===== src/rtl/vram_write_arbiter.sv =====
// VRAM write-port arbiter.
// Drives VRAM port A (v_cea/v_ada/v_din). Two requesters share this port:
//   - the CPU byte-write stream, which has fixed priority;
//   - an internal fill engine that writes one character over a run of text cells.
// A starvation guard hands the fill engine one slot after STARVE_LIMIT back-to-back
// CPU grants made while the fill was waiting.
//
// CPU handshake (valid/ready): cpu_req is valid and cpu_ready is ready. A transfer
// happens on a rising edge where cpu_req and cpu_ready are both 1. cpu_ready is
// combinational and does not depend on cpu_req, so it can be 1 while cpu_req is 0.
// While cpu_req=1 and cpu_ready=0, the CPU holds cpu_addr and cpu_data stable.
// An accepted transfer appears on port A in the next cycle, exactly once.
module vram_write_arbiter #(
  parameter int VRAM_DEPTH   = 1020,
  parameter int STARVE_LIMIT = 4
) (
  input  logic        MEMORY_CLK,
  input  logic        rst,
  input  logic        cpu_req,
  input  logic [9:0]  cpu_addr,
  input  logic [7:0]  cpu_data,
  output logic        cpu_ready,
  input  logic        fill_start,
  input  logic [9:0]  fill_base,
  input  logic [10:0] fill_len,
  input  logic [7:0]  fill_char,
  output logic        fill_busy,
  output logic        fill_done,
  output logic        v_cea,
  output logic [9:0]  v_ada,
  output logic [7:0]  v_din
);

  localparam int SW = $clog2(STARVE_LIMIT + 1);

  typedef enum logic {
    IDLE = 1'b0,
    RUN  = 1'b1
  } state_t;

  state_t         state_q;
  logic [9:0]     cur_addr_q;
  logic [10:0]    rem_q;
  logic [7:0]     char_q;
  logic [SW-1:0]  streak_q;
  logic           v_cea_q;
  logic [9:0]     v_ada_q;
  logic [7:0]     v_din_q;
  logic           fill_done_q;

  logic           fill_pending;
  logic           starved;
  logic           cpu_grant;
  logic           fill_grant;
  logic [10:0]    len_clamped;
  logic [9:0]     next_addr_d;

  // Arbitration: the CPU wins unless the fill has been passed over STARVE_LIMIT times.
  always_comb begin
    fill_pending = (state_q == RUN);
    starved      = fill_pending && (streak_q == SW'(STARVE_LIMIT));
    cpu_grant    = cpu_req && !starved;
    fill_grant   = fill_pending && !cpu_grant;
    len_clamped  = (fill_len > 11'(VRAM_DEPTH)) ? 11'(VRAM_DEPTH) : fill_len;
    next_addr_d  = (cur_addr_q == 10'(VRAM_DEPTH - 1)) ? 10'd0 : cur_addr_q + 10'd1;
  end

  // Fill FSM, starvation streak and registered port-A outputs.
  always_ff @(posedge MEMORY_CLK) begin
    if (rst) begin
      state_q     <= IDLE;
      cur_addr_q  <= '0;
      rem_q       <= '0;
      char_q      <= '0;
      streak_q    <= '0;
      v_cea_q     <= 1'b0;
      v_ada_q     <= '0;
      v_din_q     <= '0;
      fill_done_q <= 1'b0;
    end else begin
      v_cea_q     <= cpu_grant || fill_grant;
      fill_done_q <= 1'b0;

      // Address and data hold their last values in cycles with no grant.
      if (cpu_grant) begin
        v_ada_q <= cpu_addr;
        v_din_q <= cpu_data;
      end else if (fill_grant) begin
        v_ada_q <= cur_addr_q;
        v_din_q <= char_q;
      end

      // The streak counts only CPU wins taken while the fill was waiting.
      if (!fill_pending || !cpu_req || fill_grant) begin
        streak_q <= '0;
      end else begin
        streak_q <= streak_q + SW'(1);
      end

      case (state_q)
        IDLE: begin
          if (fill_start) begin
            if (len_clamped == 11'd0) begin
              fill_done_q <= 1'b1;
            end else begin
              state_q    <= RUN;
              cur_addr_q <= fill_base;
              rem_q      <= len_clamped;
              char_q     <= fill_char;
            end
          end
        end
        RUN: begin
          // A fill_start arriving here is ignored. The running fill keeps its parameters.
          if (fill_grant) begin
            cur_addr_q <= next_addr_d;
            rem_q      <= rem_q - 11'd1;
            if (rem_q == 11'd1) begin
              state_q     <= IDLE;
              fill_done_q <= 1'b1;
            end
          end
        end
        default: state_q <= IDLE;
      endcase
    end
  end

  assign cpu_ready = !starved;
  assign fill_busy = (state_q == RUN);
  assign fill_done = fill_done_q;
  assign v_cea     = v_cea_q;
  assign v_ada     = v_ada_q;
  assign v_din     = v_din_q;

endmodule


===== config.mk =====
export PLATFORM = sky130hd
export DESIGN_NAME = vram_write_arbiter
export DESIGN_NICKNAME = d
export VERILOG_FILES = /design/src/rtl/vram_write_arbiter.sv
export SDC_FILE = /design/constraint.sdc
export NUM_CORES = 1
export LEC_CHECK = 0
export CORE_MARGIN = 4
export CORE_UTILIZATION = 28
export DETAILED_ROUTE_END_ITERATION = 10
export PLACE_DENSITY_LB_ADDON = 0.25
export SYNTH_ARGS = -nofsm -noshare
export SYNTH_HDL_FRONTEND = slang
export SYNTH_SLANG_ARGS = --single-unit

===== constraint.sdc =====
create_clock -name MEMORY_CLK -period 1.9 [get_ports MEMORY_CLK]
set_input_delay 0.38 -clock MEMORY_CLK [delete_from_list [all_inputs] [get_ports MEMORY_CLK]]
set_output_delay 0.38 -clock MEMORY_CLK [all_outputs]
set_load 0.005 [all_outputs]

# --- Word-level counts from Yosys, hierarchy flattened ---
# Index checks and enable logic that the tools add are counted.
totals:
  out_inout_bits: 22
  wordCells: 60
  register_bits: 53
  in_bits: 51
op_classes:
  add_sub_neg: 3
  n_reduce_logical: 15
  n_eq_ne: 6
  n_bitwise: 2
  n_lt_le_gt_ge: 1
  muxes: 24
ops:
  columns: ["op", "n"]
  rows:
  - ["2-to-1 mux 10 bit", 6]
  - ["2-to-1 mux 11 bit", 4]
  - ["one-hot mux 11 bit (2 select lines)", 1]
  - ["one-hot mux 10 bit (2 select lines)", 1]
  - ["2-to-1 mux 8 bit", 2]
  - ["== test 11 x 1 -> 1 bit (second input constant)", 1]
  - ["greater-than comparator 11 x 10 -> 1 bit (second input constant)", 1]
  - ["logical NOT 11 bit", 1]
  - ["subtractor 11 x 1 -> 11 bit (second input constant)", 1]
  - ["adder 10 x 1 -> 10 bit (second input constant)", 1]
  - ["== test 10 bit (second input constant)", 1]
  - ["2-to-1 mux 1 bit", 8]
  - ["AND reduction 3 bit", 2]
  - ["logical NOT 1 bit", 4]
  - ["inequality test 2 bit (second input constant)", 2]
  - ["one-hot mux 1 bit (2 select lines)", 2]
  - ["adder 3 x 1 -> 3 bit (second input constant)", 1]
  - ["== test 3 bit (second input constant)", 1]
  - ["logical AND 1 bit", 3]
  - ["logical OR 1 bit", 3]
  - ["inequality test 2 x 1 -> 1 bit (second input constant)", 1]
  - ["inverter 1 bit", 2]
  - ["nonzero test 2 bit", 1]
  - ["OR reduction 2 bit", 1]

# --- Depth between registers and ports, before layout ---
# Gate-level depths: netlist of run 1.
logic_depth:
  word_depth: 8
  depth_mapped: 9
  mapped_depth_nobuf: 7

# --- Least setup slack after synthesis of run 1 ---
# OpenSTA, ideal clock, no wires.
synth_timing:
  path_type: "flip-flop to flip-flop"
  startpoint: "register rem_q[0]"
  endpoint: "register rem_q[6]"
  t_required_ns: 1.833
  setup_slack_ns: 0.204
  setup_ns: 0.067
  arrival_ns: 1.629
  path_stages_with_launch: 8
  n_path_buf: 0
  period_less_slack_ns: 1.696
  path_cell_list: "dfxtp_1 -> inv_1 -> ha_1 -> or3b_4 -> nor3_1 -> xnor2_1 -> a211o_1 -> a21oi_2"
synth_between:
  elab_chain_len: 3
synth_lines:
  columns: ["item", "line", "rtl"]
  rows:
  - ["start, declared", "43", "logic [10:0] rem_q;"]
  - ["start signal, assigned", "108", "rem_q <= len_clamped;"]
  - ["start signal, assigned", "117", "rem_q <= rem_q - 11'd1;"]
  - ["subtractor 11 x 1 -> 11 bit", "117", null]
  - ["2-to-1 mux 11 bit", "115", "if (fill_grant) begin"]
  - ["one-hot mux 11 bit (2 select lines)", "100", "case (state_q)"]
# Every way passes these cells. The select of a mux whose other input is x is not followed.
# A chain may end at the register's enable or synchronous reset.

# --- Final worst setup path of run 1 ---
layout_timing:
  startpoint: "register state_q (netlist: fill_busy)"
  endpoint: "output fill_busy"
layout_rtl:
  columns: ["item", "line", "rtl"]
  rows:
  - ["start, declared", "41", "state_t state_q;"]
  - ["start signal, assigned", "71", "state_q <= IDLE;"]
  - ["start signal, assigned", "106", "state_q <= RUN;"]
  - ["start signal, assigned", "119", "state_q <= IDLE;"]
  - ["end, declared", "27", "output logic fill_busy,"]
# No word-level cell between the ends.

==> summary by stage, run 1 <==
Drt
In the final routed layout, each cell accounts on average for 14.4 um. After detailed routing, the number of remaining DRC violations is 0. The final antenna-violating net count is 0. The total routed wirelength is 7820 um. The detailed router's first-iteration violation count is 77.

The first TritonRoute pass finished after 4 iterations. Using the TritonRoute via totals, the vias-per-cell ratio works out to 4.73. Summing over every cut layer, the via total after detailed routing is 2573.

STA
Setup slack closes at 73.8 ps. Dividing the final minimum period by the clock period gives 96.1%. The final count of pins violating max slew is 0. The worst setup skew after layout is 5.32 ps. The count of final hold-check violations came to 0. At the pin with the least slew margin, the transition time is 367 ps. The sum of negative setup slack is 0 ps. Static timing analysis puts the maximum clock frequency at 548 MHz. Hold timing on the final database bottoms out at a slack of 414 ps. The relative max-transition margin is 75.5%. The number of setup violations in the final report is 0. The final critical path time including I/O delays and setup is 1830 ps.

Pwr
In this run the static leakage power is 1.50 nW. The net switching power is 792 uW. The internal power of the cells totals 2.15 mW. The clock share of power is 30.7%.

Sequential cells account for 43.1% of the total power. The combinational power share is 26.3%. The fraction of power spent switching nets is 26.9%.

The total power divided by cell area is 725 mW/mm^2. The worst supply voltage drop on vdd is 0.000336 V.

Logic synthesis
In the synthesized netlist, mux cells make up 11.7% of the area. The synthesized design contains 0 enable-type register cells. The post-synthesis instance area is 0.00278 mm^2. The per-instance average area after synthesis is 8.71 um^2. The synthesized netlist cell count is 319. In the synthesized netlist the async set-or-reset flop fraction comes to 0%. The dominant cell type by area after synthesis is dfxtp_1. The top cell type by area accounts for 38.2% of the synthesized area. For this run, the leading register cell type out of synthesis is dfxtp_1.

Sorting the synthesized cells by area gives the leading types as dfxtp_1, mux2i_1, nor2_1. During synthesis, Yosys emitted a total of 0 warnings. The number of synthesized register bits is 53. The share of synthesized cell area in full adder, half adder and majority cells is 2.25%. By area, the combinational part of the netlist is dominated by simple AND/OR/NAND/NOR gates. The synthesized netlist devotes 1.58% of its cell area to XOR and XNOR gates.

The share of the synthesized area in compound gates (AO/OA/AOI/OAI) is 20.2%. The number of unique standard cell types used by synthesis is 49. Summing the areas of all and, or, nand and nor instances in the mapped netlist gives 20.6% of the synthesized area. After synthesis, flip-flops and latches occupy 38.2% of the total area. When the netlist entered floorplanning its net count stood at 375.

Floorplan
The top-level I/O count is 73. The placeable core area is 0.00973 mm^2. The floorplan has 36 rows. The height of the chip is 108 um. The area of the die is 0.0116 mm^2. Once the floorplan was initialized, standard cells occupied 28.5% of the core. Measured along the x axis, the die boundary spans 108 um.

Global routing
Entering global routing, the biggest net connects 37 pins. The number of global-route vias before repair was 2581. The initial antenna violation count is 0.

The global-route congestion overflow total is 0. The aggregate global-route resource usage is 13.6%. The wire length of the first global-routing pass is 12800 um.

Clocking
The maximum level of the CTS H-tree is 2. In this run the deepest clock path goes through 2 buffers. The worst-skew pair later-pin latency is 300 ps.

Buffers inserted to repair hold after CTS numbered 0. The number of buffers created by CTS is 5. Clock-pin slew was measured on the worst setup and hold paths at 100 ps.

The CTS sink count is 53. The TritonCTS clock tree is built. The clock tree root buffer cell is clkbuf_8.

Min path
The worst min-delay path class is primary input to flip-flop.

Place
The total placed instance area is 0.00383 mm^2. The half-perimeter wire length of the detailed placement result is 5530 um. Routability-driven placement finished with a final weighted congestion of 0.735. The number of buffer cells added on primary ports is 72.

The post-place setup slack is -237 ps.

Layout
The multi-input gate area in the final layout is 0.00160 mm^2. From synthesis to final layout, the design area changed by 46.0%. The fill cell total of the finished layout is 1007.

The repair_antennas step left the layout with diodes totalling 0. The final layout contains 466 nets. The share of post-route cells with drive strength above 1 is 17.3%. The finished cells cover 0.00406 mm^2.

The storage element area is 0.00107 mm^2.

Critical path
The type of the worst setup path is flip-flop to output pin. In this run the worst path has a maximum fanout of 20. The arrival time reported for the critical path endpoint is 1450 ps. STA classifies the critical path startpoint as a flip-flop.

The type of destination of the critical path is an output pin. The data required time of the worst path is 1520 ps.

Outcome
The flow ran to the end, and the final reports show no timing, DRC or antenna violations.

Run
The number of max-capacitance violations reported is 0.
routing by layer:
metal / GRT usage [%] / up-vias / part of all wire (%)
li1: - / 1321 / -
met1: 18.8 / 1194 / 47
met2: 22.1 / 50 / 48
met3: 2.46 / 8 / 3.7
met4: 2.98 / 0 / 1.2
met5: 0 / - / 0
sequential cells by signal, indices dropped and copies added (netlist names):
signal	count
char_q	8
cur_addr_q	10
fill_busy	1
fill_done	1
rem_q	11
streak_q	3
v_ada	10
v_cea	1
v_din	8
final timing paths:
kind              slack [ps]           to  depth (start not counted)   startpoint
setup reg to reg         140     rem_q[6]                          7     rem_q[1]
setup / recovery          70    fill_busy                          2    fill_busy
hold reg to reg          430  streak_q[0]                          1  streak_q[0]
hold / removal           410  streak_q[1]                          3          rst
repair_timing:
| action | 4_1_cts | 5_1_grt |
|---|---|---|
| buffers inserted | 0 | 1 |
| gates cloned | 1 | 0 |
| pin swaps | 0 | 1 |
| resized for setup | 3 | 7 |
| endpoints found under the setup margin | 2 | 13 |
| hold endpoints to repair | 0 | 0 |
through the flow:
step / power (mW) / instances / util [%]
after floorplan: 1.69 / 319 / -
after global placement: 2.02 / 534 / 39.4
after detailed placement: 2.03 / 534 / 39.4
after CTS: 2.96 / 543 / 41.2
after global routing: 3.11 / 544 / 41.7
final: 2.94 / 544 / 41.7
cells in the mapped netlist, types with 2 or more instances:
cell	n
a211oi_1	19
a211oi_2	6
a21oi_1	16
buf_2	8
buf_4	3
clkbuf_1	10
dfxtp_1	53
ha_1	5
inv_1	13
mux2_2	4
mux2i_1	28
nand2_1	14
nand2b_1	4
nand3_1	7
nand4_1	5
nand4b_1	3
nor2_1	52
nor2_2	2
nor2b_1	4
nor3_1	11
nor4_2	2
o211ai_1	2
o21ai_0	13
o22ai_1	2
o2bb2ai_1	3
o31ai_1	2
or4_4	2
xnor2_1	5
worst max-delay path: stages, from the launching register on:
cell	delay, ps
dfxtp_4	440
buf_12	190
clkdlybuf4s50_1	520
power groups by stage:
stage                     Sequential, mW  Clock, mW  Combinational, mW
after floorplan                     1.29          0              0.402
after global placement              1.29          0              0.731
after detailed placement            1.29          0              0.737
after CTS                           1.27      0.935              0.759
after global routing                1.28      0.979              0.849
final                               1.27      0.902              0.772
cells by family (layout without fill, tap and decap cells):
kind of cell,count (synthesis),count (layout)
flops,53,53
mux,32,32
fa+ha+maj,5,5
buf+inv,35,127
xor+xnor,5,5
simple gates,113,113
compound gates,76,76
placed cells by master (no fill, tap or decap), drive strengths merged, types with 4 or more instances in the layout:
cell and n:
a21oi 17, dfxtp 53, nand2 14, o21ai 14, inv 13, nor2 54
mux2 4, clkbuf 5, clkdlybuf4s50 70, nand2b 4, mux2i 28, ha 5
nor3 11, a211oi 25, xnor2 5, nor4 4, buf 34, nand3 7
nor2b 4, nand4 5
area by class of cell:
cell class              instances  area share (%)
multi-input cells             231            39.6
inverters                      13            1.20
repair buffers                106            25.5
well taps                     133            4.10
clock inverters                 3            1.60
clock buffers                   5            1.70
flip-flops and latches         53            26.3
No activity file was read; power rests on OpenSTA's default activity.
==> run 2, diff against run 1 <==
PLACE_DENSITY = 0.51   (was unset)
PLACE_DENSITY_LB_ADDON = unset   (was 0.25)
==> run 2 against run 1 <==
  * Hold slack improved by 7.5 ps
  * Non-clock buffer count up 1
  * Routed wire length is 1.2% lower
  * Clock power decreased by 31%
  * Via count down 0.78%
  * Largest power group unchanged
==> summary by stage, run 2 (same netlist as run 1, synthesis figures left out) <==
STA
The sum of negative setup slack is 0 ps (unchanged). The worst setup skew after layout came to 2.73 ps (-2.59 ps). The transition time at the pin with the least slew margin was 503 ps (+136 ps). The final critical-path share of the clock period came to 94.3% (-1.8 points).

The final count of pins violating max slew is 0 (unchanged). The final critical path time including I/O delays and setup came to 1790 ps (-34.3 ps). The count of final hold-check violations came to 0 (unchanged). Setup repair after global routing left no endpoint under its margin. The number of setup violations in the final report is 0 (unchanged).

The highest attainable clock frequency is 558 MHz (+1.9%). The relative max-transition margin is 66.3% (-9.2 points).

Outcome
The flow ran to the end, and the final reports show no timing, DRC or antenna violations.

Drt
The detail-routed via count per cell is 4.68 (-0.96%). The total routed wirelength was 7730 um (-1.2%). The detailed router's first-iteration violation count is 132 (+71%). The number of detailed-route iterations in the first pass is 4 (unchanged).

The remaining design rule violation count was 0 (unchanged). The via count is 2553 (-0.78%). The detailed-route wire length per cell is 14.2 um (-1.4%).

The final antenna-violating net count is 0 (unchanged).

Floorplan
The placeable core area was 0.00973 mm^2 (unchanged). The chip width is 108 um (unchanged). The area of the die was 0.0116 mm^2 (unchanged).

The height of the chip is 108 um (unchanged). The top-level I/O count is 73 (unchanged). The row count came to 36 (unchanged). The starting utilization of the core area was 28.5% (unchanged).

Global routing
The initial antenna violation count is 0 (unchanged). The largest net degree at the start of global routing is 43 (+16%). The wire length of the first global-routing pass was 13200 um (+2.9%).

The aggregate global-route resource usage is 14.0% (+0.35 points). The number of global-route vias before repair is 2659 (+3.0%). The global-route congestion overflow total is 0 (unchanged).

Min path
The startpoint of the tightest hold check path is rst. The worst min-delay path class is primary input to flip-flop.

Clocking
The largest buffer count on any clock path was 2 (unchanged). The number of buffers created by CTS is 5 (unchanged). The CTS sink count is 53 (unchanged). In this run the clock root is driven by a clkbuf_8. The total setup buffers inserted after CTS was 0 (unchanged). The worst-skew pair later-pin latency is 300 ps (about the same). TritonCTS built the clock tree. The post-CTS clock slew at the launch and capture registers of the worst setup and hold paths is 90 ps (about the same).

The maximum level of the CTS H-tree is 2 (unchanged).

Pwr
The clock share of power was 23.7% (-7.0 points). The fraction of power spent switching nets is 29.0% (+2.1 points). The share of total power in sequential cells is 47.9% (+4.8 points).

The net switching power is 768 uW (-3.0%). The total power divided by cell area is 664 mW/mm^2 (-8.5%). The static power due to leakage was 1.49 nW (-0.95%). The cell internal power dissipation was 1.88 mW (-13%).

The combinational power share is 28.5% (+2.2 points). The worst supply voltage drop on vdd was 0.000265 V (-21%).

Layout
The register bank with the most flops is rem_q. The share of post-route cells with drive strength above 1 is 16.5% (-0.77 points). Leaving out fill and tap cells, the most frequent cells in the layout are clkdlybuf4s50_1, nor2_1, dfxtp_1.

The utilization after layout came to 41.0% (-0.71 points). The area growth from synthesis to layout is 43.5%. The number of antenna diodes is 0 (unchanged). Leaving out fill and tap cells, the most frequent cell in the layout is clkdlybuf4s50_1. The number of nets at the end of the flow is 467 (+0.21%). The number of flip-flops under the largest register name was 11 (unchanged).

Critical path
The type of the worst setup path is primary input to flip-flop. The arrival time reported for the critical path endpoint is 1980 ps (+530 ps). The maximum fanout encountered on the critical timing path is 23 (+15%).

The worst setup path startpoint is fill_len[5]. The nature of the critical path startpoint is a primary input. The data required time of the worst path is 2090 ps (+570 ps).

The startpoint identified for the worst register-to-register timing path is rem_q[0]. The worst setup path is captured at a flip-flop.

Place
The half-perimeter wire length of the detailed placement result is 5640 um (+2.0%). The number of buffer cells added on primary ports is 72 (unchanged). The placer congestion estimate is 0.812 (+11%).

Run
The number of max-capacitance violations reported is 0 (unchanged).
[run 2: cell count changes in the layout (fill, tap and decap cells not counted), sizes merged]
cell,delta
bufbuf,-1
clkinv,-1
dlymetal6s2s,+2
bufinv,-2
buf,+2
clkbuf,+3
clkdlybuf4s50,-2
[run 2: path summary, 6_finish.rpt]
check / end / slack [ps] / depth (start not counted)
max: rem_q[2] / 110 / 7
min: streak_q[1] / 420 / 3
min reg2reg: streak_q[0] / 460 / 1
max reg2reg: rem_q[8] / 150 / 8
[run 2: power by group through the flow]
stage	clock network [mW]	logic, mW	registers, mW
finish	0.626	0.753	1.27
global route	0.698	0.834	1.28
detailed placement	0	0.751	1.29
CTS	0.673	0.756	1.27
floorplan	0	0.402	1.29
global placement	0	0.747	1.29
[run 2: repair_timing]
action,CTS,global route
pin swaps,0,2
hold buffers,0,0
endpoints found under the setup margin,1,10
resized for setup,1,7
[run 2: critical path: stages]
cell             delay (ps)
clkdlybuf4s50_1         460
nor4_4                  330
a31oi_2                 140
or2_0                   260
buf_12                  180
a21oi_1                 160
a211oi_2                 60
[run 2: cell type report]
cell class / instances / area, um^2
inverters: 13 / 48.8
clock buffers: 8 / 80.1
repair buffers: 107 / 1030
flip-flops and latches: 53 / 1060
well taps: 133 / 166
fillers: 1019 / 5740
multi-input cells: 231 / 1600
[run 2: stage by stage]
stage,instances,hold slack [ps],setup WS [ps],power (mW),instance area [um^2]
after global placement,537,433,-248,2.04,3870
after global routing,545,435,6.59,2.81,3990
after CTS,545,407,76.5,2.70,3950
after detailed placement,537,450,-246,2.04,3870
final,545,421,108,2.65,3990
after floorplan,319,417,204,1.69,2780
[run 2: per-layer routing]
metal / vias to the layer above / GRT usage (%) / routed length, um
met3: 8 / 3.06 / 343
met2: 51 / 21.5 / 3420
met1: 1168 / 19.5 / 3850
li1: 1326 / - / -
met5: - / 0 / 0
met4: 0 / 4.24 / 113
